## src/rtl/uart_pkg.sv

```systemverilog
// Shared UART definitions: receiver FSM encoding, oversampling constants and
// the baud divider calculation used by both the transmitter and the receiver.
package uart_pkg;

  typedef enum logic [1:0] {
    IDLE  = 2'd0,
    START = 2'd1,
    DATA  = 2'd2,
    STOP  = 2'd3
  } rx_state_e;

  localparam int         OVERSAMPLE = 16;
  localparam logic [3:0] SAMPLE_LO  = 4'd7;
  localparam logic [3:0] SAMPLE_MID = 4'd8;
  localparam logic [3:0] SAMPLE_HI  = 4'd9;
  localparam logic [3:0] SUB_LAST   = 4'(OVERSAMPLE - 1);

  // Clocks per oversample tick; integer division truncates toward zero.
  function automatic int calc_bps_div(input int clk_freq, input int baud);
    return clk_freq / (baud * OVERSAMPLE);
  endfunction

endpackage

```

## src/rtl/uart_baud_tick.sv

```systemverilog
// Oversample tick generator: free-running modulo-bps_div counter that can be
// held at zero so the tick phase lines up with a detected start edge.
module uart_baud_tick #(
  parameter int bps_div = 27
) (
  input  logic clk,
  input  logic reset_n,
  input  logic clr,
  output logic tick
);

  localparam int CNT_W = (bps_div > 1) ? $clog2(bps_div) : 1;
  localparam logic [CNT_W-1:0] CNT_LAST = CNT_W'(bps_div - 1);

  logic [CNT_W-1:0] div_cnt_q, div_cnt_d;

  assign tick = (div_cnt_q == CNT_LAST);

  always_comb begin
    div_cnt_d = div_cnt_q + 1'b1;
    if (clr || tick) begin
      div_cnt_d = '0;
    end
  end

  always_ff @(posedge clk or negedge reset_n) begin
    if (!reset_n) begin
      div_cnt_q <= '0;
    end else begin
      div_cnt_q <= div_cnt_d;
    end
  end

endmodule

```

## src/rtl/uart_byte_rx.sv

```systemverilog
// 8N1 UART receiver with 16x oversampling, 3-sample majority per bit,
// false-start rejection and framing-error reporting.
module uart_byte_rx
  import uart_pkg::*;
#(
  parameter int clk_freq = 50000000,
  parameter int baud     = 115200
) (
  input  logic       clk,
  input  logic       reset_n,
  input  logic       uart_rx,
  output logic [7:0] data,
  output logic       rx_done,
  output logic       frame_err,
  output logic       rx_busy
);

  localparam int BPS_DIV = calc_bps_div(clk_freq, baud);

  logic       rx_meta_q, rx_s_q, rx_prev_q;
  rx_state_e  state_q, state_d;
  logic [3:0] sub_cnt_q, sub_cnt_d;
  logic [2:0] bit_cnt_q, bit_cnt_d;
  logic [7:0] shift_q, shift_d;
  logic [1:0] samp_q, samp_d;
  logic [7:0] data_q, data_d;
  logic       rx_done_q, rx_done_d;
  logic       frame_err_q, frame_err_d;
  logic       rx_busy_q, rx_busy_d;
  logic       tick, fall, maj;

  // Divider is held cleared while idle, so the first tick lands bps_div
  // clocks after START is entered.
  uart_baud_tick #(
    .bps_div(BPS_DIV)
  ) u_baud_tick (
    .clk    (clk),
    .reset_n(reset_n),
    .clr    (state_q == IDLE),
    .tick   (tick)
  );

  assign fall = !rx_s_q && rx_prev_q;
  // Samples 7 and 8 are stored; the current line value serves as sample 9.
  assign maj  = (samp_q[0] & samp_q[1]) | (samp_q[0] & rx_s_q) | (samp_q[1] & rx_s_q);

  always_comb begin
    state_d     = state_q;
    sub_cnt_d   = sub_cnt_q;
    bit_cnt_d   = bit_cnt_q;
    shift_d     = shift_q;
    samp_d      = samp_q;
    data_d      = data_q;
    rx_done_d   = 1'b0;
    frame_err_d = 1'b0;

    if (state_q == IDLE) begin
      sub_cnt_d = '0;
      bit_cnt_d = '0;
      if (fall) begin
        state_d = START;
      end
    end else if (tick) begin
      sub_cnt_d = sub_cnt_q + 4'd1;
      if (sub_cnt_q == SAMPLE_LO)  samp_d[0] = rx_s_q;
      if (sub_cnt_q == SAMPLE_MID) samp_d[1] = rx_s_q;
      if (sub_cnt_q == SUB_LAST)   bit_cnt_d = bit_cnt_q + 3'd1;

      unique case (state_q)
        START: begin
          if (sub_cnt_q == SAMPLE_HI && maj) begin
            state_d = IDLE;
          end else if (sub_cnt_q == SUB_LAST) begin
            state_d   = DATA;
            bit_cnt_d = '0;
          end
        end
        DATA: begin
          if (sub_cnt_q == SAMPLE_HI) begin
            shift_d = {maj, shift_q[7:1]};
          end
          if (sub_cnt_q == SUB_LAST && bit_cnt_q == 3'd7) begin
            state_d = STOP;
          end
        end
        STOP: begin
          // Leave mid stop bit so the rest of it is available for resync.
          if (sub_cnt_q == SAMPLE_HI) begin
            state_d = IDLE;
            if (maj) begin
              data_d    = shift_q;
              rx_done_d = 1'b1;
            end else begin
              frame_err_d = 1'b1;
            end
          end
        end
        default: state_d = IDLE;
      endcase
    end

    rx_busy_d = (state_d != IDLE);
  end

  always_ff @(posedge clk or negedge reset_n) begin
    if (!reset_n) begin
      rx_meta_q   <= 1'b1;
      rx_s_q      <= 1'b1;
      rx_prev_q   <= 1'b1;
      state_q     <= IDLE;
      sub_cnt_q   <= '0;
      bit_cnt_q   <= '0;
      data_q      <= 8'h00;
      rx_done_q   <= 1'b0;
      frame_err_q <= 1'b0;
      rx_busy_q   <= 1'b0;
    end else begin
      rx_meta_q   <= uart_rx;
      rx_s_q      <= rx_meta_q;
      rx_prev_q   <= rx_s_q;
      state_q     <= state_d;
      sub_cnt_q   <= sub_cnt_d;
      bit_cnt_q   <= bit_cnt_d;
      data_q      <= data_d;
      rx_done_q   <= rx_done_d;
      frame_err_q <= frame_err_d;
      rx_busy_q   <= rx_busy_d;
    end
  end

  always_ff @(posedge clk) begin
    shift_q <= shift_d;
    samp_q  <= samp_d;
  end

  assign data      = data_q;
  assign rx_done   = rx_done_q;
  assign frame_err = frame_err_q;
  assign rx_busy   = rx_busy_q;

endmodule

```

## config.mk

```make
export PLATFORM = sky130hd
export DESIGN_NAME = uart_byte_rx
export DESIGN_NICKNAME = d
export VERILOG_FILES = /design/src/rtl/uart_pkg.sv /design/src/rtl/uart_baud_tick.sv /design/src/rtl/uart_byte_rx.sv
export SDC_FILE = /design/constraint.sdc
export NUM_CORES = 1
export LEC_CHECK = 0
export ABC_AREA = 1
export CORE_MARGIN = 5
export CORE_UTILIZATION = 40
export CTS_CLUSTER_DIAMETER = 150
export DETAILED_ROUTE_END_ITERATION = 10
export SLEW_MARGIN = 20
export SYNTH_ARGS = -nofsm -noshare
export SYNTH_HDL_FRONTEND = slang
export SYNTH_SLANG_ARGS = --single-unit
```

## constraint.sdc

```tcl
create_clock -name clk -period 2.8 [get_ports clk]
set_input_delay 0.56 -clock clk [delete_from_list [all_inputs] [get_ports clk]]
set_output_delay 0.56 -clock clk [all_outputs]
set_load 0.01 [all_outputs]
```

### Word-level counts from Yosys, hierarchy flattened

Index checks and enable logic that the tools add are counted.

* register bits: 38
* output and inout port bits: 11

* bitwise operators: 6
* muxes and demuxes: 27
* eq/ne operators: 9
* add/subtract/negate cells: 3
* reductions and logical operators: 12

Operator list (number)
* 2-to-1 mux 3 bit: 6
* 2-to-1 mux 2 bit: 7
* equality test 4 bit, second input constant: 3
* 2-to-1 mux 1 bit: 10
* 2-to-1 mux 4 bit: 2
* case mux 2 bit (3 select lines): 1
* AND reduction 3 bit: 2
* adder 5 x 1 -> 5 bit, second input constant: 1
* equality test 5 bit, second input constant: 1
* 2-to-1 mux 5 bit: 1
* AND reduction 5 bit: 1
* adder 4 x 1 -> 4 bit, second input constant: 1
* equality test 2 bit, second input constant: 2
* equality test 4 x 3 -> 1 bit, second input constant: 1
* AND reduction 4 bit: 1
* nonzero test 2 bit: 2
* adder 3 x 1 -> 3 bit, second input constant: 1
* bitwise AND 1 bit: 3
* equality test 3 bit, second input constant: 1
* logical AND 1 bit: 3
* equality test 2 x 1 -> 1 bit, second input constant: 1
* zero test 2 bit: 1
* bitwise OR 1 bit: 2
* zero test 1 bit: 1
* other kinds (2): 2

### Depth between registers and ports, before layout

Gate-level depths: netlist of run 1.

* word-level depth: 9
* mapped depth: 9
* depth with buffers taken out: 9

### Cells and area by module

Synthesis of run 1 repeated with hierarchy kept, for this count alone.

* cell total of the unflattened synthesis: 171
* area total of the unflattened synthesis: 1687.9 µm²

By module, submodules not included
* uart_byte_rx: area each 1427.6 µm², instances 1, cells an instance 140, seq. area each 879.6 µm²
* uart_baud_tick: area each 260.2 µm², instances 1, cells an instance 31, seq. area each 125.1 µm²

### Least setup slack after synthesis of run 1

No wires, ideal clock.

* kind: flip-flop to flip-flop
* start point: register u_baud_tick.div_cnt_q[0]
* end point: register shift_q[0], enable pin
* arrival time: 1.191 ns
* clock period less this slack: 1.502 ns
* slack: 1.298 ns
* cell stages (with the launch flop): 6
* cells stage by stage: dfrtp_1 > inv_1 > ha_1 > nand4_4 > nor2_4 > and3_2

* word-level cells in the longest chain between the ends: 2

RTL lines
* from (decl): line uart_baud_tick.sv:15 `logic [CNT_W-1:0] div_cnt_q, div_cnt_d;`
* from (signal assigned): line uart_baud_tick.sv:30 `div_cnt_q <= div_cnt_d;`
* equality test 5 bit: line uart_baud_tick.sv:17 `assign tick = (div_cnt_q == CNT_LAST);`
* AND reduction 4 bit (no line)
* to (signal assigned): line uart_byte_rx.sv:132 `shift_q <= shift_d;`
* to (decl): line uart_byte_rx.sv:24 `logic [7:0] shift_q, shift_d;`

Every way passes these cells.
A chain may end at the register's enable or synchronous reset.

### Worst setup path in the final report of run 1

* start point: register data_q[1], in the netlist data[1]
* end point: output port data[1]

RTL lines
* from (decl): line uart_byte_rx.sv:26 `logic [7:0] data_q, data_d;`
* from (signal assigned): line uart_byte_rx.sv:124 `data_q <= data_d;`
* to (decl): line uart_byte_rx.sv:12 `output logic [7:0] data,`

No word-level cell between the ends.

==> reports/metrics.yaml, run 1 <==
run_status:
  status: "finished clean"
clocking:
  path_clk_slew_ns: 0.08
  clk_latency_ns: 0.30
  cts_hold_buf: 0
  cts_made_buffers: 5
  h-tree-depth: 2
  ctsResizeCount: 0
  clockBufferDepth: 2
  cts_root_buf: "clkbuf_8"
  cts.sinks: 38
  cts_setup_buffers: 0
  tritoncts: "yes"
cells_and_area:
  drive_above_1_share_pct: 11.8
  n_fill_cell: 358
  multi_input_area_sq_um: 618
  diodes: 0
  regArea_sq_mm: 0.00100
  final_cell_area_sq_mm: 0.00200
  area_delta_synth_final_pct: 18.6
  fin_nets: 196
yosys:
  synthesis.instances: 164
  netlist_area_sq_mm: 0.00169
  synth_seq_cells: 38
  ys_types: 23
  yosys_warnings: 0
  syn_nets: 175
  synth.avg_cell_area_sq_um: 10.3
  ys_seq_area_share_pct: 59.4
die:
  core_sq_mm: 0.00406
  die_y_um: 75.0
  top_level_ports: 14
  die-area_sq_mm: 0.00563
  initial_core_util_pct: 41.7
  fp.dieW_um: 75.0
  fp-row-count: 23
critical_path:
  worst-path-buf-inv: 1
  end_kind: "primary output"
  r2r_cells: 5
  cp_max_fo: 2
  reg2reg_from: "u_baud_tick.div_cnt_q[0]$_DFF_PN0_"
  cp.arrival_ns: 1.18
  required_ns: 2.24
  crit_type: "reg -> out"
  reg2reg_slack_ns: 1.20
  slowest_delay_ns: 0.53
  path_delay_family: "buffers and inverters"
  worstReg2RegEnd: "shift_q[6]$_DFFE_PP_"
  cp-start-kind: "flip-flop"
  slowest_stage: "clkdlybuf4s50_1"
  path_cells: "clkdlybuf4s50_1"
hold_path:
  min-delay-start: "rx_meta_q$_DFF_PN1_"
  holdPathEnd: "rx_s_q$_DFF_PN1_"
  whs_path_depth: 0
  min_path_type: "reg -> reg"
timing:
  tightest_slew_ns: 0.360
  hold_viol_final: 0
  drv_slew: 0
  whs_ns: 0.357
  post-route-min-period_ns: 1.74
  slew_headroom_pct: 76.0
  setup_viol: 0
  rsz0062_at_grt: "false"
  clock_skew_ns: 0.00818
  tns_ns: 0
  clock.fmax_mhz: 573
  finalCritPeriodShare_pct: 62.3
grt:
  globalRoute.totalOverflow: 0
  grt_pass1_vias: 1176
  grt_pass1_wl_um: 5200
  grt_max_degree: 29
  track_usage_pct: 12.7
  antenna_found_initial: 0
placement:
  port_buffers: 13
  dp.final_hpwl_um: 2100
  gp_congestion: 0.852
  place_area_sq_mm: 0.00189
detailed_routing:
  post_drt_wl_per_cell_um: 12.6
  drcViolationCount: 0
  first_iter_violations: 82
  drtPass1Iterations: 4
  viasPerCell: 4.94
  vias: 1166
  drt-total-wl_um: 2970
  ant_nets: 0
power:
  power_leakage_nw: 0.944
  vdd_ir_drop_max_mv: 0.360
  cellPowerDensity_mw_per_mm2: 680
run:
  max_cap_viol_count: 0
-- state kept, by name, indices dropped and copies added, names as in the netlist --
| name | count |
|---|---|
| bit_cnt_q | 3 |
| data | 8 |
| frame_err | 1 |
| rx_busy | 1 |
| rx_done | 1 |
| rx_meta_q | 1 |
| rx_prev_q | 1 |
| rx_s_q | 1 |
| samp_q | 2 |
| shift_q | 8 |
| state_q | 2 |
| sub_cnt_q | 4 |
| u_baud_tick.div_cnt_q | 5 |
-- cell families after synthesis --
| group | after synthesis | synth area share (%) |
|---|---|---|
| AO/OA/AOI/OAI | 22 | 6.59 |
| XOR/XNOR | 4 | 2.07 |
| adder cells (fa/ha/maj) | 8 | 5.92 |
| buffers and inverters | 18 | 4.00 |
| flip-flops | 38 | 59.4 |
| AND/OR/NAND/NOR | 74 | 22.0 |
-- area by class of cell --
class / count / area share [%]
clock buffers: 5 / 3.43
repair buffers: 14 / 6.87
clock inverters: 3 / 2.25
multi-input cells: 108 / 30.8
flip-flops and latches: 38 / 50.1
well taps: 50 / 3.12
inverters: 18 / 3.37
-- placed cells by master (no fill, tap or decap) --
cell	instances
o21ai_1	3
a21oi_1	4
or2_0	2
xnor2_1	2
dfstp_2	3
buf_4	1
nand4_4	1
nand3_1	11
edfxtp_1	10
nand2_1	39
nand3_2	2
nor2_8	1
inv_2	1
nor2_1	13
clkinvlp_4	2
bufinv_16	1
nor2_4	2
dfrtp_1	25
xor2_1	2
inv_1	17
o22ai_1	1
clkdlybuf4s50_1	13
clkbuf_8	5
ha_1	8
and3_2	1
nand2_2	1
o21ai_0	14
nand2_4	1
-- power by group --
group / switching (mW) / total [mW] / internal, mW
clock network: 0.204 / 0.469 / 0.265
logic: 0.135 / 0.220 / 0.0856
registers: 0.0520 / 0.673 / 0.621
-- through the flow --
stage / util, % / setup slack [ns] / total power [mW] / cells
2_1_floorplan: - / 1.30 / 0.838 / 164
3_3_place_gp: 46.6 / 1.24 / 0.897 / 228
3_5_place_dp: 46.6 / 1.19 / 0.906 / 228
4_1_cts: 49.4 / 1.04 / 1.38 / 236
5_1_grt: 49.4 / 1.00 / 1.44 / 236
6_report: 49.4 / 1.06 / 1.36 / 236
-- cells in the mapped netlist (all sizes together) --
master	count	area share [%]
a21oi	4	1.2
and3	1	0.44
dfrtp	25	37
dfstp	3	4.7
edfxtp	10	18
ha	8	5.9
inv	18	4.0
nand2	41	9.7
nand3	13	4.4
nand4	1	1.3
nor2	16	5.4
o21ai	17	5.0
o22ai	1	0.37
or2	2	0.74
xnor2	2	1.0
xor2	2	1.0
-- layer usage --
metal | vias up | part of all wire (%) | GRT usage (%)
met3 | 6 | 5.4 | 3.60
met4 | 0 | 2.4 | 8.70
met1 | 547 | 42 | 14.2
met5 | - | 0 | 0
met2 | 36 | 50 | 20.7
li1 | 577 | - | -
-- how the worst max path moves through the flow --
stage / slack, ns / end / depth (start not counted) / start
after global routing: 1.00 / data[2] / 1 / data[2]$_DFFE_PN0P_
after CTS: 1.04 / data[5] / 1 / data[5]$_DFFE_PN0P_
final: 1.06 / data[1] / 1 / data[1]$_DFFE_PN0P_
after floorplan: 1.30 / shift_q[0]$_DFFE_PP_ / 5 / u_baud_tick.div_cnt_q[0]$_DFF_PN0_
after detailed placement: 1.19 / shift_q[3]$_DFFE_PP_ / 5 / u_baud_tick.div_cnt_q[0]$_DFF_PN0_
after global placement: 1.24 / shift_q[2]$_DFFE_PP_ / 5 / u_baud_tick.div_cnt_q[0]$_DFF_PN0_
Power figures use the tool's default switching activity.
==> run 2: changes to the inputs <==
Clock period 2.8 ns to 1.6 ns, I/O delays scaled along.
==> reports/metrics.yaml, run 2 (synthesis results as in run 1) <==
run_status:
  status: "finished clean"  # unchanged
cells_and_area:
  area_delta_synth_final_pct: 25.0  # was 18.6%
  drive_above_1_share_pct: 18.7  # was 11.8%
  regArea_sq_mm: 0.00100  # unchanged
  diodes: 0  # unchanged
  fin_nets: 203  # was 196
  multi_input_area_sq_um: 666  # was 618 sq um
  n_fill_cell: 373  # was 358
  fin_util_pct: 52.1  # was 49.4%
  layout.cells.most_common: "nand2_1"  # unchanged
  final_cell_area_sq_mm: 0.00211  # was 0.00200 sq mm
  layout_common_cells: "nand2_1 (39), dfrtp_1 (25), inv_1 (15)"  # was nand2_1 (39), dfrtp_1 (25), inv_1 (17)
detailed_routing:
  drt-total-wl_um: 3060  # was 2970 um
  vias: 1182  # was 1166
  ant_nets: 0  # unchanged
  drcViolationCount: 0  # unchanged
  post_drt_wl_per_cell_um: 12.6  # about the same
  drtPass1Iterations: 4  # unchanged
  first_iter_violations: 46  # was 82
  viasPerCell: 4.86  # was 4.94
power:
  power_leakage_nw: 0.964  # was 0.944 nW
  vdd_ir_drop_max_mv: 0.641  # was 0.360 mV
  power.total_mw: 2.43  # was 1.36 mW
  cellPowerDensity_mw_per_mm2: 1150  # was 680 mW/mm^2
grt:
  globalRoute.totalOverflow: 0  # unchanged
  grt_max_degree: 29  # unchanged
  grt_pass1_vias: 1126  # was 1176
  track_usage_pct: 12.2  # was 12.7%
  antenna_found_initial: 0  # unchanged
  grt_pass1_wl_um: 5150  # was 5200 um
timing:
  hold_viol_final: 0  # unchanged
  tns_ns: 0  # unchanged
  tightest_slew_ns: 0.363  # was 0.360 ns
  setup_viol: 0  # unchanged
  post-route-min-period_ns: 1.54
  clock_skew_ns: 0.00787  # was 0.00818 ns
  drv_slew: 0  # unchanged
  clock.fmax_mhz: 649
  slew_headroom_pct: 75.8  # was 76.0%
  finalCritPeriodShare_pct: 96.3
placement:
  gp_congestion: 0.840  # was 0.852
  dp.final_hpwl_um: 2150  # was 2100 um
  place_area_sq_mm: 0.00191  # was 0.00189 sq mm
  port_buffers: 13  # unchanged
clocking:
  cts_made_buffers: 5  # unchanged
  clockBufferDepth: 2  # unchanged
  h-tree-depth: 2  # unchanged
  tritoncts: "yes"  # unchanged
  path_clk_slew_ns: 0.08  # about the same
  cts_root_buf: "clkbuf_8"  # unchanged
  cts.sinks: 38  # unchanged
  clk_latency_ns: 0.30  # about the same
critical_path:
  path_cells: "inv_1 -> ha_1 -> nand4_4 -> nor2_4 -> and3_2"  # was clkdlybuf4s50_1
  crit_path_start: "u_baud_tick.div_cnt_q[0]$_DFF_PN0_"  # was data[1]$_DFFE_PN0P_
  reg2reg_from: "u_baud_tick.div_cnt_q[0]$_DFF_PN0_"  # unchanged
  cp_max_fo: 8  # was 2
  slowest_delay_ns: 0.39  # was 0.53 ns
  r2r_cells: 5  # unchanged
  cp-endpoint: "shift_q[4]$_DFFE_PP_"  # was data[1]
  crit_type: "reg -> reg"  # was reg -> out
  reg2reg_slack_ns: 0.06  # was 1.20 ns
  worstReg2RegEnd: "shift_q[4]$_DFFE_PP_"  # was shift_q[6]$_DFFE_PP_
  slowest_stage: "dfrtp_1"  # was clkdlybuf4s50_1
  end_kind: "flip-flop"  # was primary output
  cp-start-kind: "flip-flop"  # unchanged
  required_ns: 1.59  # was 2.24 ns
  cp.arrival_ns: 1.53  # was 1.18 ns
hold_path:
  whs_path_depth: 0  # unchanged
  min_path_type: "reg -> reg"  # unchanged
die:
  initial_core_util_pct: 41.7  # unchanged
  fp.dieW_um: 75.0  # unchanged
  fp-row-count: 23  # unchanged
  die_y_um: 75.0  # unchanged
  core_sq_mm: 0.00406  # unchanged
  die-area_sq_mm: 0.00563  # unchanged
  top_level_ports: 14  # unchanged
run:
  max_cap_viol_count: 0  # unchanged
==> run 2: changes by cell type in the layout (fill, tap and decap cells not counted), sizes merged <==
| cell | delta |
|---|---|
| inv | -1 |
| clkinvlp | +1 |
| nor2 | +1 |
| buf | +6 |
==> run 2: metal layers <==
| metal | global-route usage, % | share of wire, % | up-vias |
|---|---|---|---|
| met1 | 14.8 | 45 | 568 |
| met5 | 0 | 0 | - |
| met4 | 4.94 | 1.7 | 0 |
| met3 | 3.60 | 4.4 | 8 |
| li1 | - | - | 589 |
| met2 | 20.3 | 49 | 17 |
==> run 2: power by group <==
group          switching, mW  internal (mW)
sequential            0.0853           1.09
combinational          0.259          0.176
clock                  0.355          0.464
==> run 2: what timing repair did <==
item                       4_1_cts  5_1_grt
buffers inserted                 0        4
hold buffers                     0        0
setup endpoints to repair        0       18
resized for setup                0       12
==> run 2: stage by stage <==
stage | setup WS (ns) | hold WS, ns | instances
5_1_grt | -0.0123 | 0.366 | 243
3_5_place_dp | 0.0329 | 0.349 | 230
2_1_floorplan | 0.0985 | 0.0244 | 164
6_report | 0.0587 | 0.367 | 243
4_1_cts | 0.0277 | 0.363 | 238
3_3_place_gp | 0.0897 | 0.353 | 230
==> run 2: how the worst min path moves through the flow <==
| stage | slack, ns | end | startpoint |
|---|---|---|---|
| 2_1_floorplan | 0.02 | bit_cnt_q[0]$_DFFE_PN0N_ | reset_n |
| 3_3_place_gp | 0.35 | rx_s_q$_DFF_PN1_ | rx_meta_q$_DFF_PN1_ |
| 3_5_place_dp | 0.35 | rx_s_q$_DFF_PN1_ | rx_meta_q$_DFF_PN1_ |
| 4_1_cts | 0.36 | rx_s_q$_DFF_PN1_ | rx_meta_q$_DFF_PN1_ |
| 5_1_grt | 0.37 | rx_s_q$_DFF_PN1_ | rx_meta_q$_DFF_PN1_ |
| 6_report | 0.37 | rx_s_q$_DFF_PN1_ | rx_meta_q$_DFF_PN1_ |
==> run 2: critical path: cells and delay by family, from the launching register on <==
kind                     cells  cell delay (ns)
flip-flops                   1             0.39
AND/OR/NAND/NOR              3             0.57
adder cells (fa/ha/maj)      1             0.21
buffers and inverters        1             0.07
==> run 2: area by class of cell <==
class | count | area share [%]
timing repair buffer | 20 | 9.24
clock buffer | 5 | 3.26
tap | 50 | 2.96
multi-input combinational | 109 | 31.5
sequential | 38 | 47.5
inverter | 18 | 3.37
clock inverter | 3 | 2.13
